==> src/rtl/move_mailbox_ctrl.sv <==
// move_mailbox_ctrl: Avalon-MM slave that launches the move-generation engine,
// buffers the 12-bit moves it streams back in a FIFO, and reports status.
// The optional watchdog is enabled by defining the macro WATCHDOG_EN.
module move_mailbox_ctrl #(
   parameter int FIFO_DEPTH = 16,
   parameter int TIMEOUT_W  = 24
) (
   input  logic        clk,
   input  logic        reset,
   input  logic [13:0] address,
   input  logic        write,
   input  logic        read,
   input  logic [31:0] writedata,
   output logic [31:0] readdata,
   output logic        eng_start,
   output logic        eng_abort,
   input  logic        eng_move_valid,
   input  logic [11:0] eng_move,
   input  logic        eng_done
);

   localparam int          AW       = $clog2(FIFO_DEPTH);
   localparam logic [AW:0] FULL_CNT = (AW+1)'(FIFO_DEPTH);

   localparam logic [13:0] ADDR_CTRL    = 14'h000;
   localparam logic [13:0] ADDR_POP     = 14'h001;
   localparam logic [13:0] ADDR_TOTAL   = 14'h002;
   localparam logic [13:0] ADDR_TIMEOUT = 14'h003;

   typedef enum logic [1:0] {S_IDLE, S_LAUNCH, S_RUN, S_DONE} state_t;

   state_t        state_q, state_d;
   logic [AW-1:0] wr_ptr_q, rd_ptr_q;
   logic [AW:0]   count_q;
   logic [11:0]   mem_q [FIFO_DEPTH];
   logic          done_q, done_d;
   logic          ovf_q, ovf_d;
   logic [15:0]   total_q, total_d;

   logic        accept_start, set_done, set_timeout, wd_hit, timeout_flag;
   logic [31:0] timeout_rd;

   // Bus decode: a write always takes precedence over a simultaneous read.
   logic rd_en, ctrl_wr, start_cmd, abort_cmd, clr_cmd;
   assign rd_en     = read & ~write;
   assign ctrl_wr   = write & (address == ADDR_CTRL);
   assign start_cmd = ctrl_wr & writedata[0];
   assign abort_cmd = ctrl_wr & writedata[1];
   assign clr_cmd   = ctrl_wr & writedata[2];

   logic busy, fifo_empty, fifo_full, push, pop, push_ok, flush, clear_flags;
   assign busy        = (state_q == S_LAUNCH) || (state_q == S_RUN);
   assign fifo_empty  = (count_q == '0);
   assign fifo_full   = (count_q == FULL_CNT);
   assign push        = eng_move_valid & busy;
   assign pop         = rd_en & (address == ADDR_POP) & ~fifo_empty;
   assign flush       = clr_cmd | accept_start;
   // A push into a full FIFO only lands if a pop frees the head slot this cycle.
   assign push_ok     = push & (~fifo_full | pop) & ~flush;
   assign clear_flags = clr_cmd | accept_start;

   // FSM next state and engine strobes.
   always_comb begin
      // NOTE: every output of this block gets a default first so no path leaves it unassigned and infers a latch.
      state_d      = state_q;
      eng_start    = 1'b0;
      eng_abort    = 1'b0;
      accept_start = 1'b0;
      set_done     = 1'b0;
      set_timeout  = 1'b0;
      case (state_q)
         S_IDLE, S_DONE: begin
            state_d = S_IDLE;
            if (start_cmd) begin
               accept_start = 1'b1;
               state_d      = S_LAUNCH;
            end
         end
         S_LAUNCH: begin
            eng_start = 1'b1;
            state_d   = S_RUN;
         end
         S_RUN: begin
            if (abort_cmd) begin
               eng_abort = 1'b1;
               state_d   = S_IDLE;
            end else if (eng_done) begin
               set_done = 1'b1;
               state_d  = S_DONE;
            end else if (wd_hit) begin
               eng_abort   = 1'b1;
               set_timeout = 1'b1;
               state_d     = S_IDLE;
            end
         end
         default: state_d = S_IDLE;
      endcase
      // Reset kills a run silently: no strobes leave the block while it is held.
      if (reset) begin
         eng_start = 1'b0;
         eng_abort = 1'b0;
      end
   end

   // Sticky flags and move total next-state.
   always_comb begin
      done_d  = clear_flags ? 1'b0 : done_q;
      if (set_done) done_d = 1'b1;
      ovf_d   = clr_cmd ? 1'b0 : ovf_q;
      if (push && fifo_full && !pop && !flush) ovf_d = 1'b1;
      total_d = total_q;
      if (accept_start)                     total_d = '0;
      else if (push && total_q != 16'hFFFF) total_d = total_q + 16'd1;
   end

   // Control state, FIFO pointers and status registers.
   always_ff @(posedge clk) begin
      // NOTE: sequential state uses non-blocking assignments so every register samples pre-edge values.
      if (reset) begin
         state_q  <= S_IDLE;
         wr_ptr_q <= '0;
         rd_ptr_q <= '0;
         count_q  <= '0;
         done_q   <= 1'b0;
         ovf_q    <= 1'b0;
         total_q  <= '0;
      end else begin
         state_q <= state_d;
         done_q  <= done_d;
         ovf_q   <= ovf_d;
         total_q <= total_d;
         if (flush) begin
            wr_ptr_q <= '0;
            rd_ptr_q <= '0;
            count_q  <= '0;
         end else begin
            if (push_ok) wr_ptr_q <= wr_ptr_q + AW'(1);
            if (pop)     rd_ptr_q <= rd_ptr_q + AW'(1);
            count_q <= count_q + (AW+1)'(push_ok) - (AW+1)'(pop);
         end
      end
   end

   // FIFO storage write port.
   always_ff @(posedge clk) begin
      // NOTE: the storage array is not reset; count_q alone decides which entries are valid.
      if (push_ok) mem_q[wr_ptr_q] <= eng_move;
   end

`ifdef WATCHDOG_EN
   logic [TIMEOUT_W-1:0] timeout_q, wd_cnt_q;
   logic                 timeout_flag_q;

   // The k-th RUN cycle sees wd_cnt_q == k-1, so the abort fires on RUN cycle TIMEOUT.
   assign wd_hit       = (state_q == S_RUN) && ((wd_cnt_q + TIMEOUT_W'(1)) == timeout_q);
   assign timeout_flag = timeout_flag_q;
   assign timeout_rd   = 32'(timeout_q);

   // Watchdog limit register, RUN cycle counter and sticky timeout flag.
   always_ff @(posedge clk) begin
      if (reset) begin
         timeout_q      <= '1;
         wd_cnt_q       <= '0;
         timeout_flag_q <= 1'b0;
      end else begin
         if (write && address == ADDR_TIMEOUT) timeout_q <= writedata[TIMEOUT_W-1:0];
         if (state_q == S_LAUNCH)   wd_cnt_q <= '0;
         else if (state_q == S_RUN) wd_cnt_q <= wd_cnt_q + TIMEOUT_W'(1);
         if (clear_flags) timeout_flag_q <= 1'b0;
         if (set_timeout) timeout_flag_q <= 1'b1;
      end
   end

   logic unused_bits;
   assign unused_bits = ^writedata[31:3];
`else
   assign wd_hit       = 1'b0;
   assign timeout_flag = 1'b0;
   assign timeout_rd   = '0;

   logic unused_bits;
   assign unused_bits = ^{writedata[31:3], set_timeout};
`endif

   // 8-bit count field; saturates so a full 256-deep FIFO still reads non-zero.
   logic [8:0] count_ext;
   logic [7:0] count_field;
   assign count_ext   = 9'(count_q);
   assign count_field = count_ext[8] ? 8'hFF : count_ext[7:0];

   // Zero-wait-state read mux; idle bus reads as zero.
   always_comb begin
      readdata = '0;
      if (rd_en && !reset) begin
         case (address)
            ADDR_CTRL:    readdata = {16'h0, count_field, 4'h0, timeout_flag, ovf_q, done_q, busy};
            ADDR_POP:     if (!fifo_empty) readdata = {1'b1, 19'h0, mem_q[rd_ptr_q]};
            ADDR_TOTAL:   readdata = {16'h0, total_q};
            ADDR_TIMEOUT: readdata = timeout_rd;
            default:      readdata = '0;
         endcase
      end
   end

endmodule

==> config.mk <==
export PLATFORM = sky130hd
export DESIGN_NAME = move_mailbox_ctrl
export DESIGN_NICKNAME = d
export VERILOG_FILES = /design/src/rtl/move_mailbox_ctrl.sv
export SDC_FILE = /design/constraint.sdc
export NUM_CORES = 1
export LEC_CHECK = 0
export CORE_MARGIN = 5
export CORE_UTILIZATION = 50
export DETAILED_ROUTE_END_ITERATION = 6
export PLACE_DENSITY = 0.71
export SLEW_MARGIN = 30
export SYNTH_ARGS = -nofsm -noshare
export SYNTH_HDL_FRONTEND = slang
export SYNTH_SLANG_ARGS = --single-unit
==> constraint.sdc <==
create_clock -name clk -period 6.25 [get_ports clk]
set_clock_uncertainty 0.2 [all_clocks]
set_input_delay 0.9375 -clock clk [delete_from_list [all_inputs] [get_ports clk]]
set_output_delay 0.9375 -clock clk [all_outputs]
set_load 0.05 [all_outputs]
==> flow_summary.json <==
{
  "status": "complete, no violations",
  "port_buffers": 53,
  "power_leakage_nw": 3.71,
  "post_synth_inst_count": 587,
  "p_seq_frac": 0.528,
  "dp_worst_setup_slack_ns": 1.08,
  "initial_core_util": 0.505,
  "floorplan.core_area_um2": 19300,
  "grt_antenna_before_repair": 0,
  "cts_buffers": 24,
  "timing.critical_path.from_type": "primary input",
  "synth_edf_count": 192,
  "place.detailed.instances": 895,
  "dominantRegCellSynth": "sky130_fd_sc_hd__edfxtp_1",
  "floorplan.die_area_um2": 22400,
  "num-nets-final": 735,
  "fin_tns_setup_ns": 0,
  "detail_route.drc_violations": 0,
  "die-width_um": 150,
  "post-route-period-util": 0.825,
  "start_to_end_type_of_the_worst_setup_path": "in -> out",
  "grt_overall_usage": 0.180,
  "post-route-util": 0.593,
  "worst_setup_path_end_kind": "output pin",
  "io_pins": 98,
  "critical_path_arrival_ns": 4.02,
  "grt_start_max_net_pins": 34,
  "tritoncts_num_sinks": 229,
  "cts_setup_buffers": 0,
  "number_of_max_capacitance_violations_reported": 0,
  "yosysSeqAreaShare": 0.666,
  "gp_congestion": 0.838,
  "area_delta_synth_final_pct": 17.3,
  "wire_per_inst_um": 21.4,
  "row_count": 51,
  "netlist-cell-type-count": 61,
  "cellPowerDensity_nw_per_um2": 273,
  "final_hold_viol_count": 0,
  "drive_gt1_frac": 0.210,
  "die-height_um": 150,
  "timing.max_slew.rel_slack": 0.412,
  "detail_route.iter0.violations": 402,
  "worst_hold_slack_ns": 0.304,
  "routed_wl_um": 20100,
  "intPower_mw": 2.53,
  "dpl_cell_area_um2": 10700,
  "tritoncts": "yes",
  "cts.repair.resized": 0,
  "synth-warning-count": 0,
  "combinationalPowerShare": 0.024,
  "ys_seq_elements": 229,
  "clk_transition_reported_paths_ns": 0.06,
  "fmaxAchievable_mhz": 194,
  "clock_power_share": 0.448,
  "first_pass_grt_wire_length_um": 30800,
  "vdd.ir_drop.worst_mv": 0.210,
  "post_synth.cell_area_avg_um2": 16.6,
  "cts_hold_repair.buffers": 0,
  "worst-slew-pin-transition_ns": 0.881,
  "final-max-slew-violation-count": 0,
  "grt_setup_unrepaired": "false",
  "critical_path_data_required_time_ns": 5.11,
  "power.net_switching_mw": 0.599,
  "routed_via_density": 5.79,
  "class_of_the_tightest_hold_or_removal_check": "reg -> reg",
  "clk-insertion-delay-late_ns": 0.51,
  "switching_share": 0.191,
  "final_antenna_net_count": 0,
  "antenna-diode-count": 0,
  "finalNonFillerCells": 938,
  "setup.reg_to_reg.worst_slack_ns": 2.32,
  "dp_hpwl_um": 13100,
  "route.vias.total": 5430,
  "p_total_mw": 3.13,
  "total_setup_violations_reported_at_the_end_of_the_flow": 0,
  "cts_buffer_depth": 3,
  "post-route-min-period_ns": 5.15,
  "cts-root-buf": "sky130_fd_sc_hd__clkbuf_16",
  "htree_num_levels": 1,
  "syn_area_um2": 9770,
  "max_fanout_on_critical_path": 9,
  "synth_async_sr_flop_share": 0,
  "grt_pass1_vias": 5448,
  "finalInstanceArea_um2": 11500,
  "final_critical_path_setup_slack_ns": 1.10,
  "grt_overflow": 0,
  "dr.pass1.iters": 5
}
[final timing paths]
kind | cells past startpoint | end | from
worst max-delay path | 7 | readdata[7] | address[3]
worst min-delay path | 2 | rd_ptr_q[1] | rd_ptr_q[1]
worst max register to register | 15 | count_q[4] | state_q[0]
worst min register to register | 2 | rd_ptr_q[1] | rd_ptr_q[1]
[power groups by stage]
stage	clock (mW)	sequential (mW)	combinational, mW
after global routing	1.50	1.65	0.0793
final	1.40	1.65	0.0741
after CTS	1.43	1.65	0.0742
after global placement	0	1.68	0.0710
after detailed placement	0	1.68	0.0738
after floorplan	0	1.68	0.0383
[critical path, stage by stage]
cell,delay (ns)
sky130_fd_sc_hd__clkdlybuf4s50_1,0.46
sky130_fd_sc_hd__nor4_4,0.38
sky130_fd_sc_hd__nand4b_2,0.19
sky130_fd_sc_hd__or4_1,0.76
sky130_fd_sc_hd__nor2_4,0.29
sky130_fd_sc_hd__a22o_1,0.19
sky130_fd_sc_hd__clkdlybuf4s50_1,0.81
[layout by cell type, fill, tap and decap left out, types with 4 or more instances in the layout]
master,instances
sky130_fd_sc_hd__nand2_1,26
sky130_fd_sc_hd__xor2_1,14
sky130_fd_sc_hd__and2_1,7
sky130_fd_sc_hd__edfxtp_1,192
sky130_fd_sc_hd__nor4b_2,8
sky130_fd_sc_hd__conb_1,15
sky130_fd_sc_hd__ha_1,14
sky130_fd_sc_hd__clkinv_2,4
sky130_fd_sc_hd__mux4_2,48
sky130_fd_sc_hd__nor2_1,30
sky130_fd_sc_hd__nor3_1,5
sky130_fd_sc_hd__a22oi_1,24
sky130_fd_sc_hd__clkbuf_1,7
sky130_fd_sc_hd__nor3_2,8
sky130_fd_sc_hd__nand4_1,9
sky130_fd_sc_hd__a21oi_1,10
sky130_fd_sc_hd__a22o_1,5
sky130_fd_sc_hd__nand3_1,10
sky130_fd_sc_hd__buf_4,17
sky130_fd_sc_hd__mux2i_1,12
sky130_fd_sc_hd__or4_1,4
sky130_fd_sc_hd__clkbuf_16,25
sky130_fd_sc_hd__clkdlybuf4s50_1,53
sky130_fd_sc_hd__inv_1,14
sky130_fd_sc_hd__dfxtp_1,35
sky130_fd_sc_hd__xnor2_1,5
sky130_fd_sc_hd__and3_1,7
sky130_fd_sc_hd__o2bb2ai_2,7
[layer usage]
layer	global-route usage	wire length, um
met1	0.236	8190
met4	0.0462	340
met2	0.314	10200
met3	0.0288	1330
met5	0	0
[logic make-up after synthesis]
kind of cell             after synthesis  synth area share
XOR/XNOR                              19            0.0170
adder cells (fa/ha/maj)               15            0.0200
AO/OA/AOI/OAI                         64            0.0538
other                                  1          0.000384
flip-flops                           229             0.666
AND/OR/NAND/NOR                      142            0.0876
multiplexers                          60             0.123
buffers and inverters                 57            0.0325
[final cells by class]
type | count | area, um2
fillers | 1401 | 7880
flip-flops and latches | 229 | 6510
multi-input cells | 315 | 3090
repair buffers | 71 | 686
clock buffers | 32 | 652
well taps | 265 | 332
clock inverters | 11 | 131
inverters | 15 | 56.3
[cell usage after synthesis, types with 2 or more instances]
| cell type | count | area, um2 |
|---|---|---|
| sky130_fd_sc_hd__edfxtp_1 | 192 | 5770 |
| sky130_fd_sc_hd__mux4_2 | 48 | 1080 |
| sky130_fd_sc_hd__dfxtp_1 | 37 | 741 |
| sky130_fd_sc_hd__nor2_1 | 31 | 116 |
| sky130_fd_sc_hd__nand2_1 | 26 | 97.6 |
| sky130_fd_sc_hd__a22oi_1 | 24 | 180 |
| sky130_fd_sc_hd__buf_4 | 17 | 128 |
| sky130_fd_sc_hd__clkbuf_1 | 15 | 56.3 |
| sky130_fd_sc_hd__ha_1 | 14 | 175 |
| sky130_fd_sc_hd__inv_1 | 14 | 52.6 |
| sky130_fd_sc_hd__xor2_1 | 14 | 123 |
| sky130_fd_sc_hd__nor3_1 | 13 | 65.1 |
| sky130_fd_sc_hd__mux2i_1 | 12 | 120 |
| sky130_fd_sc_hd__a21oi_1 | 10 | 50.1 |
| sky130_fd_sc_hd__nand3_1 | 10 | 50.1 |
| sky130_fd_sc_hd__nand4_1 | 9 | 56.3 |
| sky130_fd_sc_hd__and2_1 | 7 | 43.8 |
| sky130_fd_sc_hd__and3_1 | 7 | 43.8 |
| sky130_fd_sc_hd__buf_2 | 7 | 35.0 |
| sky130_fd_sc_hd__nor4b_1 | 7 | 61.3 |
| sky130_fd_sc_hd__o2bb2ai_2 | 7 | 105 |
| sky130_fd_sc_hd__a22o_1 | 5 | 43.8 |
| sky130_fd_sc_hd__xnor2_1 | 5 | 43.8 |
| sky130_fd_sc_hd__nor2b_1 | 4 | 25.0 |
| sky130_fd_sc_hd__or4_1 | 4 | 30.0 |
| sky130_fd_sc_hd__a21o_1 | 3 | 22.5 |
| sky130_fd_sc_hd__and4_1 | 3 | 26.3 |
| sky130_fd_sc_hd__nor4_4 | 3 | 63.8 |
| sky130_fd_sc_hd__o2111ai_1 | 3 | 26.3 |
| sky130_fd_sc_hd__a31oi_1 | 2 | 12.5 |
| sky130_fd_sc_hd__buf_6 | 2 | 22.5 |
| sky130_fd_sc_hd__nor3b_1 | 2 | 15.0 |
| sky130_fd_sc_hd__or3_1 | 2 | 12.5 |
[sequential cells by signal, summed over array words and instances (netlist names), named ones only]
name      flops
rd_ptr_q      4
done_q        1
mem_q       192
wr_ptr_q      4
ovf_q         1
state_q       2
total_q      16
count_q       5
No activity file was read; power rests on OpenSTA's default activity.
